File: src/rtl/nn_seq_pkg.sv
// Shared definitions for the NN unit-select sequencers: direction encoding,
// run FSM states and the one-place ring rotate helper.
package nn_seq_pkg;

    localparam logic DIR_RIGHT  = 1'b0;
    localparam logic DIR_LEFT   = 1'b1;

    // Widest ring any sequencer may instantiate; callers zero-extend into this.
    localparam int   RING_MAX_W = 64;

    typedef logic [RING_MAX_W-1:0] ring_word_t;

    typedef enum logic [0:0] {
        IDLE = 1'b0,
        RUN  = 1'b1
    } seq_state_e;

    // Rotate the low 'width' bits of pattern by one place; bits above width come back zero.
    function automatic ring_word_t rotate(input ring_word_t pattern, input int width, input logic dir);
        ring_word_t mask;
        ring_word_t result;
        if (width >= RING_MAX_W) begin
            mask = '1;
        end else begin
            mask = (ring_word_t'(1'b1) << width) - ring_word_t'(1'b1);
        end
        if (dir == DIR_LEFT) begin
            result = ((pattern << 1) | (pattern >> (width - 1))) & mask;
        end else begin
            result = ((pattern >> 1) | (pattern << (width - 1))) & mask;
        end
        return result;
    endfunction

endpackage

File: src/rtl/ring_sequencer_if.sv
// Control/status bundle between the NN controller (master) and a ring
// sequencer (slave).
interface ring_sequencer_if #(
    parameter int N      = 8,
    parameter int PASS_W = 8
);
    localparam int POS_W = (N > 1) ? $clog2(N) : 1;

    logic              start;
    logic [PASS_W-1:0] num_passes;
    logic              dir;
    logic              hold;
    logic              load_en;
    logic [N-1:0]      load_value;

    logic [N-1:0]      parallel_out;
    logic [POS_W-1:0]  position;
    logic              wrap;
    logic              busy;
    logic              done;

    modport master (
        output start, num_passes, dir, hold, load_en, load_value,
        input  parallel_out, position, wrap, busy, done
    );

    modport slave (
        input  start, num_passes, dir, hold, load_en, load_value,
        output parallel_out, position, wrap, busy, done
    );

endinterface

File: src/rtl/ring_sequencer.sv
// Rotating N-bit unit-select ring: rotates a loaded pattern for a programmed
// number of full passes, with per-pass wrap and end-of-run done pulses.
module ring_sequencer
    import nn_seq_pkg::*;
#(
    parameter int           N             = 8,
    parameter logic [N-1:0] INITIAL_VALUE = N'(1'b1),
    parameter int           PASS_W        = 8
) (
    input  logic            clk,
    input  logic            reset,
    ring_sequencer_if.slave bus
);

    localparam int               POS_W    = (N > 1) ? $clog2(N) : 1;
    localparam logic [POS_W-1:0] POS_LAST = POS_W'(N - 1);

    seq_state_e        state_r,    state_s;
    logic [N-1:0]      ring_r,     ring_s;
    logic [POS_W-1:0]  pos_r,      pos_s;
    logic [PASS_W-1:0] pass_cnt_r, pass_cnt_s;
    logic [PASS_W-1:0] passes_r,   passes_s;
    logic              dir_r,      dir_s;
    logic              busy_r,     busy_s;
    logic              wrap_r,     wrap_s;
    logic              done_r,     done_s;

    logic              pos_last_s;
    logic              pass_last_s;

    // End-of-pass and end-of-run detection on the current counters
    always_comb begin
        pos_last_s  = (pos_r == POS_LAST);
        pass_last_s = (pass_cnt_r == (passes_r - PASS_W'(1'b1)));
    end

    // Next-state and next-output logic for the IDLE/RUN controller
    always_comb begin
        state_s    = state_r;
        ring_s     = ring_r;
        pos_s      = pos_r;
        pass_cnt_s = pass_cnt_r;
        passes_s   = passes_r;
        dir_s      = dir_r;
        busy_s     = busy_r;
        wrap_s     = 1'b0;
        done_s     = 1'b0;

        case (state_r)
            IDLE: begin
                // A same-edge load lands first, so an accepted run rotates the loaded value.
                if (bus.load_en) begin
                    ring_s = bus.load_value;
                    pos_s  = '0;
                end else begin
                    ring_s = ring_r;
                end

                if (bus.start) begin
                    if (bus.num_passes != '0) begin
                        passes_s   = bus.num_passes;
                        dir_s      = bus.dir;
                        pos_s      = '0;
                        pass_cnt_s = '0;
                        busy_s     = 1'b1;
                        state_s    = RUN;
                    end else begin
                        done_s     = 1'b1;
                    end
                end else begin
                    state_s = IDLE;
                end
            end

            RUN: begin
                if (bus.hold) begin
                    ring_s = ring_r;
                end else begin
                    ring_s = N'(rotate(ring_word_t'(ring_r), N, dir_r));
                    if (pos_last_s) begin
                        pos_s  = '0;
                        wrap_s = 1'b1;
                        if (pass_last_s) begin
                            pass_cnt_s = '0;
                            done_s     = 1'b1;
                            busy_s     = 1'b0;
                            state_s    = IDLE;
                        end else begin
                            pass_cnt_s = pass_cnt_r + PASS_W'(1'b1);
                            state_s    = RUN;
                        end
                    end else begin
                        pos_s = pos_r + POS_W'(1'b1);
                    end
                end
            end

            default: begin
                state_s = IDLE;
                busy_s  = 1'b0;
            end
        endcase
    end

    // State and datapath registers; synchronous reset overrides everything
    always_ff @(posedge clk) begin
        if (reset) begin
            state_r    <= IDLE;
            ring_r     <= INITIAL_VALUE;
            pos_r      <= '0;
            pass_cnt_r <= '0;
            passes_r   <= '0;
            dir_r      <= DIR_RIGHT;
            busy_r     <= 1'b0;
            wrap_r     <= 1'b0;
            done_r     <= 1'b0;
        end else begin
            state_r    <= state_s;
            ring_r     <= ring_s;
            pos_r      <= pos_s;
            pass_cnt_r <= pass_cnt_s;
            passes_r   <= passes_s;
            dir_r      <= dir_s;
            busy_r     <= busy_s;
            wrap_r     <= wrap_s;
            done_r     <= done_s;
        end
    end

    assign bus.parallel_out = ring_r;
    assign bus.position     = pos_r;
    assign bus.wrap         = wrap_r;
    assign bus.busy         = busy_r;
    assign bus.done         = done_r;

endmodule

File: src/flat_wrapper.sv
// flat-port wrapper written by rule: the top's interface ports become plain ports
module ring_sequencer_flat import nn_seq_pkg::*;
#(
    parameter int           N             = 8,
    parameter logic [N-1:0] INITIAL_VALUE = N'(1'b1),
    parameter int           PASS_W        = 8
)
  (clk, reset, bus_start, bus_num_passes, bus_dir, bus_hold, bus_load_en, bus_load_value, bus_parallel_out, bus_position, bus_wrap, bus_busy, bus_done);
  ring_sequencer_if #(.N(N), .PASS_W(PASS_W)) bus_i ();
  input  logic clk;
  input  logic reset;
  input wire logic [$bits(bus_i.start)-1:0] bus_start;
  input wire logic [$bits(bus_i.num_passes)-1:0] bus_num_passes;
  input wire logic [$bits(bus_i.dir)-1:0] bus_dir;
  input wire logic [$bits(bus_i.hold)-1:0] bus_hold;
  input wire logic [$bits(bus_i.load_en)-1:0] bus_load_en;
  input wire logic [$bits(bus_i.load_value)-1:0] bus_load_value;
  output wire logic [$bits(bus_i.parallel_out)-1:0] bus_parallel_out;
  output wire logic [$bits(bus_i.position)-1:0] bus_position;
  output wire logic [$bits(bus_i.wrap)-1:0] bus_wrap;
  output wire logic [$bits(bus_i.busy)-1:0] bus_busy;
  output wire logic [$bits(bus_i.done)-1:0] bus_done;
  assign bus_i.start = bus_start;
  assign bus_i.num_passes = bus_num_passes;
  assign bus_i.dir = bus_dir;
  assign bus_i.hold = bus_hold;
  assign bus_i.load_en = bus_load_en;
  assign bus_i.load_value = bus_load_value;
  assign bus_parallel_out = bus_i.parallel_out;
  assign bus_position = bus_i.position;
  assign bus_wrap = bus_i.wrap;
  assign bus_busy = bus_i.busy;
  assign bus_done = bus_i.done;
  ring_sequencer #(.N(N), .INITIAL_VALUE(INITIAL_VALUE), .PASS_W(PASS_W)) u_core (.clk(clk), .reset(reset), .bus(bus_i));
endmodule
File: config.mk
export PLATFORM = sky130hd
export DESIGN_NAME = ring_sequencer_flat
export DESIGN_NICKNAME = d
export VERILOG_FILES = /design/src/rtl/nn_seq_pkg.sv /design/src/rtl/ring_sequencer_if.sv /design/src/rtl/ring_sequencer.sv /design/src/flat_wrapper.sv
export SDC_FILE = /design/constraint.sdc
export NUM_CORES = 1
export LEC_CHECK = 0
export CORE_ASPECT_RATIO = 0.6
export CORE_MARGIN = 5
export CORE_UTILIZATION = 40
export CTS_CLUSTER_SIZE = 40
export DETAILED_ROUTE_END_ITERATION = 12
export DONT_BUFFER_PORTS = 1
export GPL_ROUTABILITY_DRIVEN = 0
export PLACE_DENSITY = 0.5
export SETUP_SLACK_MARGIN = 0.15
export SYNTH_ARGS = -nofsm -noshare
export SYNTH_HDL_FRONTEND = slang
export SYNTH_SLANG_ARGS = --single-unit
File: constraint.sdc
create_clock -name clk -period 2.8 [get_ports clk]
set_clock_uncertainty 0.15 [all_clocks]
set_input_delay 0.56 -clock clk [delete_from_list [all_inputs] [get_ports clk]]
set_output_delay 0.56 -clock clk [all_outputs]
set_load 0.1 [all_outputs]
==> After elaboration in Yosys (flattened, before gate mapping) <==
Index checks and enable logic that the tools add are counted.
Widths: inputs -> output; s select.
{ "totals": {"ff_bits": 32, "out_inout_bits": 14, "elab_cells": 68} }
{ "op_classes": {"addsub": 3, "eq_ne": 8, "muxes": 37, "bitwise_logic": 5, "reduce_logical": 6} }
{ "op_table": {"columns": ["operator", "n"], "rows": [
  ["$mux 8", 10],
  ["$pmux 8 s2", 2],
  ["$and 8x8->8", 2],
  ["$mux 1", 16],
  ["$mux 3", 5],
  ["$ne 2x2->1 const B", 5],
  ["$add 8x1->8 const B", 1],
  ["$eq 8x8->1", 1],
  ["$or 7x8->8", 1],
  ["$or 8x1->8", 1],
  ["$reduce_bool 8->1", 1],
  ["$sub 8x1->8 const B", 1],
  ["$pmux 1 s2", 3],
  ["$pmux 3 s2", 1],
  ["$reduce_and 5->1", 1],
  ["$reduce_and 4->1", 1],
  ["$add 3x1->3 const B", 1],
  ["$eq 3x3->1 const B", 1],
  ["$reduce_and 3->1", 1],
  ["$reduce_or 3->1", 1],
  ["$ne 2x1->1 const B", 1],
  ["$reduce_and 2->1", 1],
  ["$not 1->1", 1]
]} }

==> Longest topological paths before layout <==
{ "depth": {"ltp_word": 6, "depth_mapped": 7} }

==> Least setup slack after synthesis <==
OpenSTA, ideal clock, no wires.
{ "synth_path": {"path_kind": "register to register", "from": "register u_core.pos_r[0] (netlist: u_core.bus.position[0])", "to": "register u_core.pass_cnt_r[0]", "setup_time_ns": 0.074, "arrival_ns": 2.280, "t_required_ns": 2.576, "path_slack_ns": 0.296, "path_stages_with_launch": 6, "path_buffers": 0, "synth_period_minus_slack_ns": 2.504, "cell_sequence": "dfxtp_1 > ha_1 > ha_1 > nand2_1 > or4b_2 > o21ai_0"} }
{ "synth_via": {"elab_chain_cells": 3} }
{ "synth_lines": {"columns": ["element", "line_no", "source"], "rows": [
  ["from (decl)", "ring_sequencer.sv:20", "logic [POS_W-1:0] pos_r, pos_s;"],
  ["from (signal assigned)", "ring_sequencer.sv:120", "pos_r <= pos_s;"],
  ["$eq 3x3->1", "ring_sequencer.sv:33", "pos_last_s = (pos_r == POS_LAST);"],
  ["via u_core.pos_last_s", "ring_sequencer.sv:28", "logic pos_last_s;"],
  ["$ne 2x2->1 (no source line)", null, null],
  ["$reduce_and 4->1 (no source line)", null, null],
  ["to (signal assigned)", "ring_sequencer.sv:121", "pass_cnt_r <= pass_cnt_s;"],
  ["to (decl)", "ring_sequencer.sv:21", "logic [PASS_W-1:0] pass_cnt_r, pass_cnt_s;"]
]} }
The timed path passes the listed nets, and every way through them passes these cells.
A chain may end at the register's enable or synchronous reset.

==> Worst setup path after layout <==
{ "layout_path": {"from": "register u_core.passes_r[0]", "to": "register u_core.pass_cnt_r[5]"} }
{ "layout_via": {"elab_chain_cells": 6} }
{ "layout_lines": {"columns": ["element", "line_no", "source"], "rows": [
  ["from (decl)", "ring_sequencer.sv:22", "logic [PASS_W-1:0] passes_r, passes_s;"],
  ["from (signal assigned)", "ring_sequencer.sv:122", "passes_r <= passes_s;"],
  ["$sub 8x1->8", "ring_sequencer.sv:34", "pass_last_s = (pass_cnt_r == (passes_r - PASS_W'(1'b1)));"],
  ["$eq 8x8->1", "ring_sequencer.sv:34", null],
  ["$mux 8", "ring_sequencer.sv:83", "if (pass_last_s) begin"],
  ["$mux 8", "ring_sequencer.sv:80", "if (pos_last_s) begin"],
  ["$mux 8", "ring_sequencer.sv:76", "if (bus.hold) begin"],
  ["$pmux 8 s2", "ring_sequencer.sv:49", "case (state_r)"]
]} }
Every way passes these cells. The select of a mux whose other input is x is not followed.

==> impl_results.md <==
- Fill cells: 421
- Diodes inserted: 0
- Pleak: 0.775 nW
- Synth Register Bits: 32
- DIE HEIGHT: 61.2 µm
- Async S/R FF share, synth: 0
- Core Box Area: 4170 µm²
- Top post-synthesis cells by count: 34 x nor2_1, 32 x dfxtp_1, 16 x mux2i_1, 12 x clkbuf_1, 11 x nor3_1
- Postcts setup bufs: 0
- Area after DPL: 1910 µm²
- Routed length on met3: 348 µm
- CTS Buf Count: 5
- Largest net degree at the start of global routing: 29
- Pwr/cell area: 560 nW/µm²
- Setup crit start kind: register
- # resized after CTS: 0
- Die W: 95.3 µm
- First-pass GRT wire length: 7.19 mm
- GRT overflow: 0
- Die ar.: 5830 µm²
- Layout cells sized above 1: 0.172
- Nets@finish: 234
- Wire per inst: 16.9 µm
- Worst IR Drop VDD: 0.203 mV
- Final hold violations: 0
- Max-Cap Viols: 0
- DRC Markers: 0
- CP max FO: 9
- Arrival @ worst endpoint: 2410 ps
- CP Capture Type: register
- Critical Path RT: 2790 ps
- Total number of yosys warnings: 0
- Worst-case clock buffer depth: 2
- Setup violators final: 0
- CP startpoint: u_core.passes_r[0]
- Pre-Repair DR Iteration Count: 4
- Area growth from synthesis to layout: 14.6%
- Hold Crit Class: primary input to register
- Rel. slew slack: 0.621
- Initial Utilization: 0.419
- Design area: 2000 µm²
- Dpl ws: 443 ps
- Syn Nets: 222
- Period Utilization, post-route: 0.862
- Most frequent cell after synthesis: nor2_1
- Post-Syn Area per Cell: 8.91 µm²
- Ports: 36
- Worst-path clk slew: 70 ps
- Post-Route M1 WL: 2.25 mm
- Antenna violation net count after detailed routing: 0
- Mapped Area: 1750 µm²
- Worst Slack Setup Final: 388 ps
- GR Util All Layers: 0.164
- RSZ-0062 raised after global routing: no
- Achievable Freq: 415 MHz
- Initial DRC count: 63
- WL met2: 1.88 mm
- H-tree levels: 2
- Pins over their slew limit: 0
- Ys flop type: dfxtp_1
- Initial antenna violation count: 0
- Num rows: 18
- TritonCTS clock tree: built
- Routed vias: 1477
- CTS Sinks: 32
- EDFF count, synth: 0
- Vias in the first global route: 1405
- Root buffer cell: clkbuf_8
- Post-Syn Instances: 196
- Least-Margin Pin Slew: 563 ps
- Cell taking the most area after synthesis: dfxtp_1
- Setup TNS: 0 ps
- Vias per std cell: 5.49
- Status: finished, final reports clean
- Worst hold slack: 189 ps
- Reg2reg end: u_core.pass_cnt_r[5]
- Crit path capture: u_core.pass_cnt_r[5]
- Reg2Reg Depth: 7
- RR Startpoint: u_core.passes_r[0]
- Power after layout: 1.12 mW
- Max layer used: met4
- IO buf count: 0
- Hold_buf cts: 0
- R2r setup slk: 390 ps
- Register area share after synthesis: 0.367
- Yosys top cell area share: 0.367
- Critical path class: register to register
- Clock latency on the worst-skew pair: 280 ps
- DP Wirelength: 3.45 mm
- Top post-synthesis cells by area: dfxtp_1 37%, mux2i_1 9.2%, nor2_1 7.3%, xor2_1 4.5%, a211oi_1 3.9%
- Synth unique cells: 46
- Period minus WS final: 2410 ps
- Total Routed Length: 4.55 mm
## worst max-delay path: stages (launching register included)
cell	delay, ps
dfxtp_1	410
inv_1	90
ha_1	260
xnor3_1	230
nand3_1	70
or3_1	380
a2111oi_4	550
nor3_1	130
## flip-flops by register name (all words and copies together) (netlist names)
signal and cells:
u_core.bus.wrap 1, u_core.passes_r 8, u_core.state_r 1, u_core.dir_r 1, u_core.bus.busy 1, u_core.bus.position 3
u_core.pass_cnt_r 8, u_core.bus.done 1, u_core.bus.parallel_out 8
## layout by cell type (no fill, tap or decap), types with 2 or more instances in the layout
| cell type | netlist | final |
|---|---|---|
| nor2_1 | 34 | 34 |
| buf_4 | 0 | 18 |
| nand2b_1 | 3 | 3 |
| a22oi_1 | 2 | 2 |
| o2111ai_1 | 2 | 2 |
| or2_2 | 2 | 2 |
| a211oi_1 | 9 | 9 |
| nor2b_1 | 2 | 2 |
| xor2_1 | 9 | 9 |
| a2111oi_4 | 2 | 2 |
| o211ai_1 | 2 | 2 |
| nand4b_1 | 2 | 2 |
| mux2i_1 | 16 | 16 |
| a21oi_1 | 10 | 10 |
| and2_1 | 2 | 2 |
| or4b_2 | 2 | 2 |
| nand2_1 | 4 | 4 |
| inv_1 | 2 | 2 |
| and4_1 | 2 | 2 |
| clkbuf_8 | 0 | 6 |
| nor3_1 | 11 | 11 |
| nor4_1 | 2 | 2 |
| clkinv_2 | 0 | 2 |
| ha_1 | 4 | 4 |
| dfxtp_1 | 32 | 32 |
| xnor2_1 | 3 | 3 |
| o21ai_0 | 3 | 3 |
## layer usage
metal	up-vias	GRT usage
li1	730	-
met1	695	0.226
met2	44	0.228
met3	8	0.0684
met4	0	0.0637
met5	-	0
## cells by family (layout without fill, tap and decap cells)
group	after synthesis	count (layout)	synth area share
and+or+nand+nor	75	75	0.223
AOI/OAI and AO/OA	41	41	0.184
DFF	32	32	0.367
muxes	16	16	0.0918
buffers and inverters	15	28	0.0323
xor gates and xnor gates	13	13	0.0731
adders and majority gates	4	4	0.0287
## how the worst min path moves through the flow
stage / startpoint / end / cells after the start
2_1_floorplan: u_core.passes_r[7] / u_core.passes_r[7] / 2
3_3_place_gp: u_core.passes_r[7] / u_core.passes_r[7] / 2
3_5_place_dp: u_core.passes_r[7] / u_core.passes_r[7] / 2
4_1_cts: reset / u_core.bus.position[1] / 1
5_1_grt: reset / u_core.bus.parallel_out[7] / 1
6_report: reset / u_core.bus.parallel_out[6] / 1
## metrics by stage
| stage | cells | util |
|---|---|---|
| floorplan | 196 | - |
| global placement | 261 | 0.458 |
| detailed placement | 261 | 0.458 |
| CTS | 269 | 0.480 |
| global route | 269 | 0.480 |
| finish | 269 | 0.480 |
## layout make-up
| class | instances | area, µm² | area share |
|---|---|---|---|
| repair buffers | 18 | 135 | 0.0676 |
| multi-input cells | 149 | 1050 | 0.524 |
| well taps | 60 | 75.1 | 0.0375 |
| clock inverters | 2 | 10.0 | 0.00501 |
| flip-flops and latches | 32 | 641 | 0.320 |
| clock buffers | 6 | 82.6 | 0.0413 |
| inverters | 2 | 7.51 | 0.00375 |
## power by group
| group | total (mW) | switching (mW) | internal (mW) |
|---|---|---|---|
| Combinational | 0.256 | 0.175 | 0.0802 |
| Clock | 0.366 | 0.170 | 0.196 |
| Sequential | 0.497 | 0.0203 | 0.476 |
(Power assumes the default switching activity.)
